--- src/rtl/ifu_fetch_bridge_pkg.sv ---
// Shared frontend definitions for the fetch bridge: FSM state encoding and
// the fetch-line geometry used to align request addresses.
package ifu_fetch_bridge_pkg;

   typedef enum logic [2:0] {
      FB_IDLE  = 3'd0,
      FB_REQ   = 3'd1,
      FB_RESP  = 3'd2,
      FB_DRAIN = 3'd3,
      FB_DONE  = 3'd4
   } fb_state_e;

   localparam int unsigned LINE_BYTES = 16;
   localparam int unsigned LINE_OFF_W = $clog2(LINE_BYTES);

endpackage

--- src/rtl/ifu_line_assembler.sv ---
// Beat counter plus line register: collects BEAT_W-wide response beats into
// one LINE_W line, beat 0 in the least significant slot.
module ifu_line_assembler #(
   parameter  int unsigned LINE_W = 128,
   parameter  int unsigned BEAT_W = 64,
   localparam int unsigned BEATS  = LINE_W / BEAT_W,
   localparam int unsigned CNT_W  = $clog2(BEATS) + 1
) (
   input  logic              clock,
   input  logic              reset_n,
   input  logic              clear,
   input  logic              count,
   input  logic              write,
   input  logic [BEAT_W-1:0] beat_data,
   output logic [CNT_W-1:0]  beat_cnt,
   output logic [LINE_W-1:0] line
);

   localparam logic [CNT_W-1:0] FULL = CNT_W'(BEATS);

   // Counter saturates at BEATS so a drain can tell "all beats already taken".
   always_ff @(posedge clock or negedge reset_n) begin
      if (!reset_n) begin
         beat_cnt <= '0;
      end else if (clear) begin
         beat_cnt <= '0;
      end else if (count && (beat_cnt != FULL)) begin
         beat_cnt <= beat_cnt + CNT_W'(1);
      end
   end

   always_ff @(posedge clock or negedge reset_n) begin
      if (!reset_n) begin
         line <= '0;
      end else if (write) begin
         for (int unsigned i = 0; i < BEATS; i++) begin
            if (beat_cnt == CNT_W'(i)) begin
               line[i*BEAT_W +: BEAT_W] <= beat_data;
            end
         end
      end
   end

endmodule

--- src/rtl/ifu_fetch_bridge.sv ---
// Fetch bridge: converts pc_ctrl fetch requests into single line reads,
// assembles the response beats and squashes in-flight reads on redirect.
module ifu_fetch_bridge
   import ifu_fetch_bridge_pkg::*;
#(
   parameter int unsigned ADDR_W = 64,
   parameter int unsigned LINE_W = 128,
   parameter int unsigned BEAT_W = 64
) (
   input  logic              clock,
   input  logic              reset_n,
   input  logic              pc_index_valid,
   input  logic [ADDR_W-1:0] pc_index,
   output logic              pc_index_ready,
   output logic              pc_operation_done,
   output logic [LINE_W-1:0] pc_read_inst,
   input  logic              redirect_valid,
   output logic              mem_req_valid,
   input  logic              mem_req_ready,
   output logic [ADDR_W-1:0] mem_req_addr,
   input  logic              mem_resp_valid,
   input  logic [BEAT_W-1:0] mem_resp_data,
   output logic              mem_stall
);

   localparam int unsigned BEATS = LINE_W / BEAT_W;
   localparam int unsigned CNT_W = $clog2(BEATS) + 1;
   localparam logic [CNT_W-1:0] LAST = CNT_W'(BEATS - 1);
   localparam logic [CNT_W-1:0] FULL = CNT_W'(BEATS);

   fb_state_e        state;
   fb_state_e        state_next;
   logic [CNT_W-1:0] beat_cnt;
   logic             handshake;
   logic             asm_clear;
   logic             asm_count;
   logic             asm_write;

   assign handshake = pc_index_valid && pc_index_ready;
   assign asm_clear = (state == FB_REQ) && mem_req_ready;
   assign asm_count = mem_resp_valid && ((state == FB_RESP) || (state == FB_DRAIN));
   assign asm_write = mem_resp_valid && (state == FB_RESP);

   always_ff @(posedge clock or negedge reset_n) begin
      if (!reset_n) begin
         state <= FB_IDLE;
      end else begin
         state <= state_next;
      end
   end

   always_ff @(posedge clock or negedge reset_n) begin
      if (!reset_n) begin
         mem_req_addr <= '0;
      end else if (handshake) begin
         mem_req_addr <= {pc_index[ADDR_W-1:LINE_OFF_W], {LINE_OFF_W{1'b0}}};
      end
   end

   always_comb begin
      state_next        = state;
      pc_index_ready    = 1'b0;
      pc_operation_done = 1'b0;
      mem_req_valid     = 1'b0;
      mem_stall         = (state != FB_IDLE);
      unique case (state)
         FB_IDLE: begin
            pc_index_ready = !redirect_valid;
            if (pc_index_valid && !redirect_valid) state_next = FB_REQ;
         end
         FB_REQ: begin
            mem_req_valid = 1'b1;
            if (mem_req_ready) state_next = redirect_valid ? FB_DRAIN : FB_RESP;
            else if (redirect_valid) state_next = FB_IDLE;
         end
         FB_RESP: begin
            // A beat arriving with the redirect is already counted, so DRAIN
            // may find every beat taken and leave immediately.
            if (redirect_valid) state_next = FB_DRAIN;
            else if (mem_resp_valid && (beat_cnt == LAST)) state_next = FB_DONE;
         end
         FB_DRAIN: begin
            if ((beat_cnt == FULL) || (mem_resp_valid && (beat_cnt == LAST))) state_next = FB_IDLE;
         end
         FB_DONE: begin
            pc_operation_done = !redirect_valid;
            state_next        = FB_IDLE;
         end
         default: state_next = FB_IDLE;
      endcase
   end

   ifu_line_assembler #(
      .LINE_W (LINE_W),
      .BEAT_W (BEAT_W)
   ) u_line_assembler (
      .clock     (clock),
      .reset_n   (reset_n),
      .clear     (asm_clear),
      .count     (asm_count),
      .write     (asm_write),
      .beat_data (mem_resp_data),
      .beat_cnt  (beat_cnt),
      .line      (pc_read_inst)
   );

   resp_outside_window : assert property (@(posedge clock) disable iff (!reset_n)
      !(mem_resp_valid && ((state == FB_IDLE) || (state == FB_REQ) || (state == FB_DONE))));

endmodule

--- config.mk ---
export PLATFORM = sky130hd
export DESIGN_NAME = ifu_fetch_bridge
export DESIGN_NICKNAME = d
export VERILOG_FILES = /design/src/rtl/ifu_fetch_bridge_pkg.sv /design/src/rtl/ifu_line_assembler.sv /design/src/rtl/ifu_fetch_bridge.sv
export SDC_FILE = /design/constraint.sdc
export NUM_CORES = 1
export LEC_CHECK = 0
export BUFFER_PORTS_ARGS = -buffer_cell sky130_fd_sc_hd__buf_2
export CORE_ASPECT_RATIO = 0.8
export CORE_MARGIN = 5
export CORE_UTILIZATION = 39
export DETAILED_ROUTE_END_ITERATION = 7
export PLACE_DENSITY = 0.67
export SYNTH_ARGS = -nofsm -noshare
export SYNTH_HDL_FRONTEND = slang
export SYNTH_SLANG_ARGS = --single-unit
export TNS_END_PERCENT = 100
--- constraint.sdc ---
create_clock -name clock -period 4.3 [get_ports clock]
set_input_delay 0.43 -clock clock [delete_from_list [all_inputs] [get_ports clock]]
set_output_delay 0.43 -clock clock [all_outputs]
set_load 0.01 [all_outputs]
==> impl.org <==
** Global route
- Total gr overflow :: 0
- Antenna violations before repair :: 0
- In the global route stage, overall resource usage came out at 0.153.
- Entering global routing, the biggest net connects 119 pins.
- The via count of the first global-routing pass is 5,143.
- The first global-routing pass estimated 28.9 mm of wire.

** Setup path
- Worst-path fanout max :: 44
- For the worst setup path, the data arrival time is 2.81 ns.
- STA classifies the critical path startpoint as a register.
- Tracing the worst setup path back leads to its startpoint at state[0]$_DFFE_PN0P_.
- By startpoint and endpoint, the worst setup path is classified as reg -> reg.
- Worst R2R Start :: state[0]$_DFFE_PN0P_
- Kind of end point of the critical path :: register
- For the worst setup path, the data required time is 4.60 ns.

** Drt
- The first TritonRoute pass finished after 4 iterations.
- Final antenna-violating net count :: 0
- Avg WL per Cell :: 17.9 um
- Final wirelength :: 18.7 mm
- Using the TritonRoute via totals, the vias-per-cell ratio works out to 4.53.
- Summing over every cut layer, the via total after detailed routing is 4,726.
- Post-route DRC violation count :: 0
- Number of DRC markers in iteration 0 :: 204

** STA
- Time the final worst path needs with I/O delays and setup :: 2.51 ns
- The final count of pins violating max slew came to 0.
- Final number of setup-violating endpoints :: 0
- Period utilization :: 0.583
- FMAX :: 399 MHz
- Measured against its own limit, the worst slew margin works out to 0.249.
- Total count of hold-check failures in the final report :: 0
- Transition time at the pin with the least slew margin :: 1.13 ns
- Across the routed clock network, the largest skew measured is 0.0118 ns.
- Summed over all failing endpoints, the final setup total negative slack is 0 ns.
- Setup repair after global routing left no endpoint under its margin.

** Floorplan
- In this run the vertical extent of the chip is 139 um.
- In this run the horizontal extent of the chip is 172 um.
- Cell row count :: 47
- Number of I/O pins :: 330
- The initial utilization of the core area, before any placement, comes to 0.395.
- Area of the die :: 23,900 sq um
- The core region is 20,600 sq um.

** Layout
- Final cell utilization of the core :: 0.511
- Leaving out fill and tap cells, the most frequent cell in the layout is sky130_fd_sc_hd__buf_2.
- For this run, the post-layout net count is 898.
- Fraction of layout cells with a size suffix above 1 :: 0.711
- Commonest cells after routing, fill and taps aside :: sky130_fd_sc_hd__buf_2 (320), sky130_fd_sc_hd__dfrtp_1 (193), sky130_fd_sc_hd__mux2_4 (180)
- Layout overhead on the synthesized area :: 29.2%
- Fill cells :: 1,791
- N_diodes :: 0

** Outcome
- Status :: finished clean

** Logic synthesis
- For this run, asynchronously set or reset flops after synthesis account for 1.00.
- Number of instances in the synthesized netlist :: 440
- Of the synthesized area, sequential elements account for 0.592.
- For this run, the number of Yosys warnings is 0.
- Number of enable flip-flop cells after synthesis :: 0
- After synthesis, the mean cell area works out to 18.5 sq um.
- Most area-consuming cells after synthesis :: sky130_fd_sc_hd__dfrtp_1 (59%), sky130_fd_sc_hd__mux2_4 (33%), sky130_fd_sc_hd__buf_6 (2.6%)
- Number of different library cells in the post-synthesis netlist :: 26
- Library cell with the largest summed area after synthesis :: sky130_fd_sc_hd__dfrtp_1
- Mapped Area :: 8160 sq um
- The most used flip-flop cell after synthesis is sky130_fd_sc_hd__dfrtp_1.
- Register bit count reported by yosys :: 193
- Top-area cell type share of the netlist area :: 0.592

** Placement
- Final weighted congestion of routability-driven global placement :: 0.731
- The count of buffers added on input and output ports is 321.
- Detailed placement ended at an HPWL of 13.3 mm.

** Power and ir drop
- PwrDens :: 801 nW/um^2
- For this design the static power due to leakage is 5.84 nW.
- Maximum vdd ir drop :: 366 uV

** Clock tree
- Once the clock tree was built, the resizer swapped 0 gates to a different size.
- Clock Path Buffers :: 2
- Clock latency on the worst-skew pair, taken at its later pin, is 0.42 ns.
- Clock tree synthesis selected as its root buffer the cell sky130_fd_sc_hd__clkbuf_16.
- After clock tree synthesis, the clock-pin slew on the worst setup and hold paths is 0.08 ns.
- H-tree levels :: 4
- Setup repair bufs after CTS :: 0
- CTS saw 193 sinks.
- Total clock buffers created by CTS :: 17
- Number of hold buffers added after cts :: 0
- Clock tree from TritonCTS :: built

** Job
- Across the run, the number of max-cap violations was 0.

** Worst hold path
- The min-delay analysis places its worst path in the category in -> async.
cell usage after synthesis, types with 2 or more instances:
| cell type | instances |
|---|---|
| sky130_fd_sc_hd__mux2_4 | 180 |
| sky130_fd_sc_hd__dfrtp_1 | 193 |
| sky130_fd_sc_hd__inv_1 | 3 |
| sky130_fd_sc_hd__nand2_4 | 3 |
| sky130_fd_sc_hd__nor4b_1 | 4 |
| sky130_fd_sc_hd__buf_6 | 19 |
| sky130_fd_sc_hd__clkbuf_1 | 2 |
| sky130_fd_sc_hd__mux2_2 | 8 |
| sky130_fd_sc_hd__ha_1 | 3 |
| sky130_fd_sc_hd__buf_4 | 4 |
| sky130_fd_sc_hd__a21oi_1 | 6 |
logic make-up after synthesis:
| group | Yosys count | synth area share |
|---|---|---|
| other cells | 1 | 0.000460 |
| buf+inv | 28 | 0.0322 |
| fa+ha+maj | 3 | 0.00460 |
| simple gates | 17 | 0.0204 |
| xor+xnor | 1 | 0.00107 |
| mux | 189 | 0.344 |
| flops | 193 | 0.592 |
| compound gates | 8 | 0.00568 |
worst max-delay path: stages (launching register included):
cell and delay, ns:
sky130_fd_sc_hd__dfrtp_1 0.56, sky130_fd_sc_hd__and4bb_4 0.31, sky130_fd_sc_hd__nand2_4 0.63, sky130_fd_sc_hd__buf_4 0.51, sky130_fd_sc_hd__mux2_4 0.34
area by class of cell:
type,instances,area [sq um],area share
flip-flops and latches,193,4830,0.458
clock buffers,17,425,0.0404
repair buffers,324,1650,0.157
inverters,3,11.3,0.00107
clock inverters,15,209,0.0198
multi-input cells,222,3080,0.292
well taps,269,337,0.0319
worst paths after layout:
kind / endpoint / slack (ns) / depth (start not counted)
max in group asynchronous: u_line_assembler.line[72]$_DFFE_PN0P_ / 3.27 / 2
min: mem_req_addr[12]$_DFFE_PN0P_ / 0.09 / 1
min in group clock: mem_req_addr[45]$_DFFE_PN0P_ / 0.23 / 2
min reg2reg: u_line_assembler.line[90]$_DFFE_PN0P_ / 0.50 / 1
max: u_line_assembler.line[10]$_DFFE_PN0P_ / 1.79 / 4
max reg2reg: u_line_assembler.line[10]$_DFFE_PN0P_ / 1.79 / 4
metal layers:
metal	part of all wire	up-vias	wire, um	track usage
li1	-	2186	-	-
met1	0.41	2332	7720	0.191
met2	0.48	195	8960	0.253
met3	0.097	13	1800	0.0564
met4	0.0099	0	184	0.0363
met5	0	-	0	0
metrics by stage:
step | cells | setup WS [ns] | cell area, sq um | total power, W | hold WS (ns)
floorplan | 443 | 2.71 | 8170 | 0.00550 | 0.134
global placement | 1011 | 1.76 | 9900 | 0.00678 | 0.484
detailed placement | 1011 | 1.78 | 9900 | 0.00684 | 0.486
CTS | 1043 | 1.76 | 10500 | 0.00857 | 0.171
global route | 1043 | 1.67 | 10500 | 0.00895 | 0.199
finish | 1043 | 1.79 | 10500 | 0.00845 | 0.0906
registers in the layout, indices dropped and copies added (netlist names):
name	flops
mem_req_addr	60
state	3
u_line_assembler.beat_cnt	2
u_line_assembler.line	128
power by group:
part	total, W	switching [W]	internal [W]	leakage, nW
Combinational	0.00352	0.00144	0.00208	3.21
Clock	0.00167	0.000770	0.000898	0.308
Sequential	0.00326	0.000528	0.00273	2.32
Total	0.00845	0.00274	0.00571	5.84
(Power assumes the default switching activity.)
